**config.mk**
```make
export PLATFORM = sky130hd
export DESIGN_NAME = vx_commit_arb
export DESIGN_NICKNAME = d
export VERILOG_FILES = /design/src/rtl/vx_commit_arb.sv
export SDC_FILE = /design/constraint.sdc
export NUM_CORES = 1
export LEC_CHECK = 0
export BUFFER_PORTS_ARGS = -buffer_cell sky130_fd_sc_hd__buf_2
export CAP_MARGIN = 20
export CORE_AREA = 10 10 263 265
export CTS_CLUSTER_SIZE = 8
export DETAILED_ROUTE_END_ITERATION = 7
export DIE_AREA = 0 0 273 275
export PLACE_DENSITY = 0.45
export SYNTH_ARGS = -nofsm -noshare
export SYNTH_HDL_FRONTEND = slang
export SYNTH_SLANG_ARGS = --single-unit
```
**constraint.sdc**
```tcl
create_clock -name clk -period 13.8 [get_ports clk]
set_clock_uncertainty 0.05 [all_clocks]
set_input_delay 2.07 -clock clk [delete_from_list [all_inputs] [get_ports clk]]
set_output_delay 2.07 -clock clk [all_outputs]
set_load 0.05 [all_outputs]
```
**src/rtl/vx_commit_arb.sv**
```systemverilog
// Commit merge stage: round-robin over the execute-unit commit streams,
// with packet lock until eop and a 2-entry output FIFO.
module vx_commit_arb #(
    parameter int NUM_REQS = 4,
    parameter int DATAW    = 128,
    parameter int COUNTW   = 32,
    localparam int SELW    = (NUM_REQS > 1) ? $clog2(NUM_REQS) : 1
) (
    input  logic                      clk,
    input  logic                      reset,
    input  logic [NUM_REQS-1:0]       in_valid,
    input  logic [NUM_REQS*DATAW-1:0] in_data,
    input  logic [NUM_REQS-1:0]       in_sop,
    input  logic [NUM_REQS-1:0]       in_eop,
    output logic [NUM_REQS-1:0]       in_ready,
    output logic                      out_valid,
    output logic [DATAW-1:0]          out_data,
    output logic                      out_sop,
    output logic                      out_eop,
    output logic [SELW-1:0]           out_sel,
    input  logic                      out_ready,
    output logic [COUNTW-1:0]         commit_count
);

    logic [1:0]        r_count;
    logic [SELW-1:0]   r_rr_ptr;
    logic [SELW-1:0]   r_lock_idx;
    logic              r_locked;
    logic [DATAW-1:0]  r_fifo_data [2];
    logic [1:0]        r_fifo_sop;
    logic [1:0]        r_fifo_eop;
    logic [SELW-1:0]   r_fifo_sel [2];
    logic              r_wr_ptr;
    logic              r_rd_ptr;
    logic [COUNTW-1:0] r_commit_count;

    logic [SELW-1:0]   w_gnt;
    logic [SELW:0]     w_sum;
    logic              w_found;
    logic              w_gnt_vld;
    logic              w_space;
    logic              w_push;
    logic              w_pop;
    logic [DATAW-1:0]  w_gnt_data;
    logic              w_gnt_sop;
    logic              w_gnt_eop;
    logic [SELW-1:0]   w_next_rr;

    // Rotating priority scan starting at r_rr_ptr; a held packet pins the grant.
    always_comb begin
        w_gnt   = r_rr_ptr;
        w_found = 1'b0;
        w_sum   = '0;
        if (r_locked) begin
            w_gnt = r_lock_idx;
        end else begin
            for (int k = 0; k < NUM_REQS; k++) begin
                w_sum = {1'b0, r_rr_ptr} + (SELW+1)'(k);
                if (w_sum >= (SELW+1)'(NUM_REQS)) begin
                    w_sum = w_sum - (SELW+1)'(NUM_REQS);
                end
                if (!w_found && in_valid[w_sum[SELW-1:0]]) begin
                    w_found = 1'b1;
                    w_gnt   = w_sum[SELW-1:0];
                end
            end
        end
    end

    assign w_gnt_vld  = in_valid[w_gnt];
    assign w_gnt_sop  = in_sop[w_gnt];
    assign w_gnt_eop  = in_eop[w_gnt];
    assign w_gnt_data = in_data[int'(w_gnt)*DATAW +: DATAW];
    assign w_space    = (r_count != 2'd2);
    assign w_push     = w_gnt_vld && w_space;
    assign w_pop      = (r_count != 2'd0) && out_ready;
    assign w_next_rr  = (int'(w_gnt) == NUM_REQS-1) ? '0 : w_gnt + 1'b1;

    always_comb begin
        in_ready = '0;
        if (w_space && !reset) begin
            in_ready[w_gnt] = 1'b1;
        end
    end

    assign out_valid    = (r_count != 2'd0) && !reset;
    assign out_data     = reset ? '0   : r_fifo_data[r_rd_ptr];
    assign out_sop      = reset ? 1'b0 : r_fifo_sop[r_rd_ptr];
    assign out_eop      = reset ? 1'b0 : r_fifo_eop[r_rd_ptr];
    assign out_sel      = reset ? '0   : r_fifo_sel[r_rd_ptr];
    assign commit_count = r_commit_count;

    always_ff @(posedge clk) begin
        if (reset) begin
            r_count        <= 2'd0;
            r_rr_ptr       <= '0;
            r_locked       <= 1'b0;
            r_lock_idx     <= '0;
            r_wr_ptr       <= 1'b0;
            r_rd_ptr       <= 1'b0;
            r_commit_count <= '0;
        end else begin
            if (w_push) begin
                r_fifo_data[r_wr_ptr] <= w_gnt_data;
                r_fifo_sop[r_wr_ptr]  <= w_gnt_sop;
                r_fifo_eop[r_wr_ptr]  <= w_gnt_eop;
                r_fifo_sel[r_wr_ptr]  <= w_gnt;
                r_wr_ptr              <= ~r_wr_ptr;
                if (w_gnt_eop) begin
                    r_locked <= 1'b0;
                    r_rr_ptr <= w_next_rr;
                end else begin
                    r_locked   <= 1'b1;
                    r_lock_idx <= w_gnt;
                end
            end
            if (w_pop) begin
                r_rd_ptr <= ~r_rd_ptr;
                if (r_fifo_eop[r_rd_ptr]) begin
                    r_commit_count <= r_commit_count + 1'b1;
                end
            end
            if (w_push && !w_pop) begin
                r_count <= r_count + 2'd1;
            end else if (!w_push && w_pop) begin
                r_count <= r_count - 2'd1;
            end
        end
    end

endmodule

```
==> reports/qor.csv <==
stage;metric;value;unit
finish;post-layout util;33.5;%
timing;Slew headroom;34.7;%
timing;post-route minimum period;6.88;ns
timing;Final period util;49.9;%
placed_design;Routability Congestion;0.884;
global_routing;met2 Use GR;29.2;%
finish;Layout Nets;2848;
synthesis;area leader, netlist;edfxtp_1;
worst_setup_path;reg2reg start;r_rr_ptr[0];
floorplan;initial core utilization;25.0;%
finish;most common cell after layout, fill and taps aside;buf_2;
clock_network;clk sinks;306;
route;DR iter-0 viols;815;
route;Pre-antenna DRT Iters;8;
route;DRC viols;0;
route;vias per std cell;4.66;
synthesis;Synth cell types;56;
timing;actual slew at the worst max-slew pin;0.979;ns
power;Pleak;9.20;nW
synthesis;Post-synth EDFFs;264;
synthesis;post-synth top area share;49.7;%
finish;most frequent cells in the layout;buf_2 (694), nand2_1 (534), edfxtp_1 (264);
power;Final Power;0.00479;W
worst_setup_path;Setup crit start;in_valid[1];
clock_network;Clock Latency Late Sink;0.54;ns
global_routing;first-pass GRT wire length;95.7;mm
clock_network;post_cts resized;0;
global_routing;met1 Usage GRT;19.5;%
worst_setup_path;FF-to-FF setup slack;9.32;ns
synthesis;syn_area_per_cell;9.47;sq um
clock_network;clock transition at the registers of the reported paths;0.05;ns
clock_network;CTS root buf;clkbuf_16;
clock_network;cts hold-fix bufs;0;
clock_network;Setup Fix Bufs, Post-CTS;0;
worst_setup_path;CP max stage delay;0.68;ns
synthesis;Area contributors post-synth;edfxtp_1 (50%), nand2_1 (13%), mux2i_1 (8.3%);
global_routing;vias in the first global route;15100;
power;Peak VDD IR;79.9;uV
timing;Peak Freq;0.145;GHz
floorplan;row count;93;
placed_design;Detailed Place HPWL;50.8;mm
clock_network;CTS Buf Count;44;
global_routing;largest net degree at the start of global routing;122;
synthesis;Post-Syn Area;16000;sq um
timing;RSZ-0062 raised after global routing;no;
worst_setup_path;Levels on crit path;9;
worst_setup_path;worst-path fanout max;67;
route;total wire length;67.1;mm
worst_setup_path;crit path DAT;4.76;ns
timing;Setup TNS;0;ns
run_status;outcome;completed;
synthesis;post-synthesis instance total;1684;
clock_network;H-Tree Level Count;2;
floorplan;Die ar.;75100;sq um
floorplan;total I/O pin count;696;
worst_setup_path;Crit. End Element;primary output;
finish;Area Overhead vs Synth;34.0;%
synthesis;Async SR Flop Fraction;0;%
worst_setup_path;startpoint types;input pin;
synthesis;syn_nets;2217;
route;WL/cell;21.1;um
global_routing;grt total ovfl;0;
route;post-route ant nets;0;
worst_setup_path;Crit-path slowest cell;inv_4;
power;PwrDens;224;nW/um^2
synthesis;top_reg_cell synth;edfxtp_1;
timing;Finish-stage setup viols;0;
run;max_cap viols;0;
global_routing;gr usage total;16.6;%
placed_design;number of buffers added on ports;695;
worst_setup_path;Worst EP required;11.68;ns
worst_setup_path;CP endpoint;in_ready[3];
timing;Final Slew Violations;0;
worst_hold_path;Hold Path Class;flip-flop to flip-flop;
worst_setup_path;r2r endpoint;r_fifo_data[0][32];
placed_design;placed insts;3124;
finish;share of post-route cells with drive strength above 1;33.5;%
synthesis;#FFs+latches synth;306;
global_routing;Most Crowded Layer GR;met2;
worst_setup_path;delay-heaviest family, CP;buffers and inverters;
worst_setup_path;Register-to-Register Path Depth;9;
floorplan;Core ar.;63900;sq um
clock_network;CTS Buffer Depth;3;
worst_setup_path;critical-path cell list;buf_2 -> and2_1 -> a311oi_1 -> o22a_1 -> nand2_4 -> inv_4 -> ha_1 -> and2_1 -> buf_2;
worst_setup_path;Buf+Inv Stages, Crit Path;3;
timing;Hold Fails Final Rpt;0;
worst_setup_path;path type of the worst setup path;input pin to primary output;
floorplan;die width;273;um
global_routing;grt met3 use;4.55;%
finish;post-route insts no fill;3183;
floorplan;Die Ht;275;um
clock_network;CTS tree;built;
global_routing;initial antenna violation count;8;
synthesis;YS warnings;0;
route;vias;14800;
synthesis;sequential-to-total area share from yosys stat;55.0;%
-- worst register-to-register path: stages (launching register included) --
cell,delay (ns)
dfxtp_1,0.43
nand2b_1,0.14
a21oi_1,0.06
o41a_2,0.78
inv_8,0.59
buf_4,0.70
buf_4,0.73
nand2_1,0.16
and3_1,0.19
a31oi_1,0.40
-- worst min path at each step --
stage                     start  slack (ns)                to  cells after the start
2_1_floorplan       r_rr_ptr[0]        0.43       r_rr_ptr[0]                      2
3_3_place_gp   commit_count[12]        0.43  commit_count[12]                      2
3_5_place_dp   commit_count[11]        0.46  commit_count[11]                      2
4_1_cts        commit_count[18]        0.47  commit_count[18]                      2
5_1_grt        commit_count[29]        0.48  commit_count[29]                      2
6_report       commit_count[18]        0.46  commit_count[18]                      2
-- report_power, final --
part | internal, W | switching (W) | total, W
clock network | 0.000590 | 0.000381 | 0.000971
registers | 0.00148 | 0.0000748 | 0.00156
logic | 0.000627 | 0.00164 | 0.00227
-- cells in the mapped netlist, drive strengths merged, types with 13 or more instances --
library cell / number
a21oi: 20
clkbuf: 103
o21ai: 14
mux2i: 133
buf: 21
inv: 14
and3: 131
a31oi: 129
edfxtp: 264
nor2: 166
nand2: 535
xor2: 14
or3: 13
dfxtp: 42
-- cell families (layout without fill, tap and decap cells) --
group / Yosys count / count (layout) / synth area share (%)
and+or+nand+nor: 895 / 895 / 24.2
adders and majority gates: 6 / 6 / 0.471
buffers and inverters: 138 / 780 / 3.37
muxes: 135 / 135 / 8.56
DFF: 306 / 306 / 55.0
xor gates and xnor gates: 24 / 24 / 1.32
other: 0 / 2 / 0
AOI/OAI and AO/OA: 180 / 180 / 7.11
-- routing by layer --
metal / part of all wire [%] / wire length (um) / vias to the layer above
met5: 0 / 0 / -
met4: 2.2 / 1500 / 0
met3: 7.0 / 4710 / 92
met2: 51 / 34000 / 543
met1: 40 / 26800 / 7043
li1: - / - / 7152
-- layout make-up --
cell class	count	area [sq um]
diodes	2	5.00
clock buffers	55	1180
clock inverters	2	20.0
fillers	6709	42500
inverters	14	62.6
multi-input cells	1240	6670
flip-flops and latches	306	8770
well taps	855	1070
repair buffers	709	3590
-- state kept, by name (all words and copies together), names as in the netlist, named ones only --
name,flops
r_locked,1
r_fifo_sop,2
r_rd_ptr,1
r_fifo_eop,2
r_fifo_data,256
r_wr_ptr,1
r_rr_ptr,2
commit_count,32
r_count,2
r_fifo_sel,4
r_lock_idx,2
-- stage by stage --
step,hold WS [ns],setup WS [ns],area [sq um]
after detailed placement,0.459,6.82,20200
after global routing,0.484,6.60,21400
after CTS,0.466,6.82,21400
after global placement,0.433,6.86,20200
after floorplan,0.432,3.31,16000
final,0.459,6.92,21400
No activity file was read; power rests on OpenSTA's default activity.
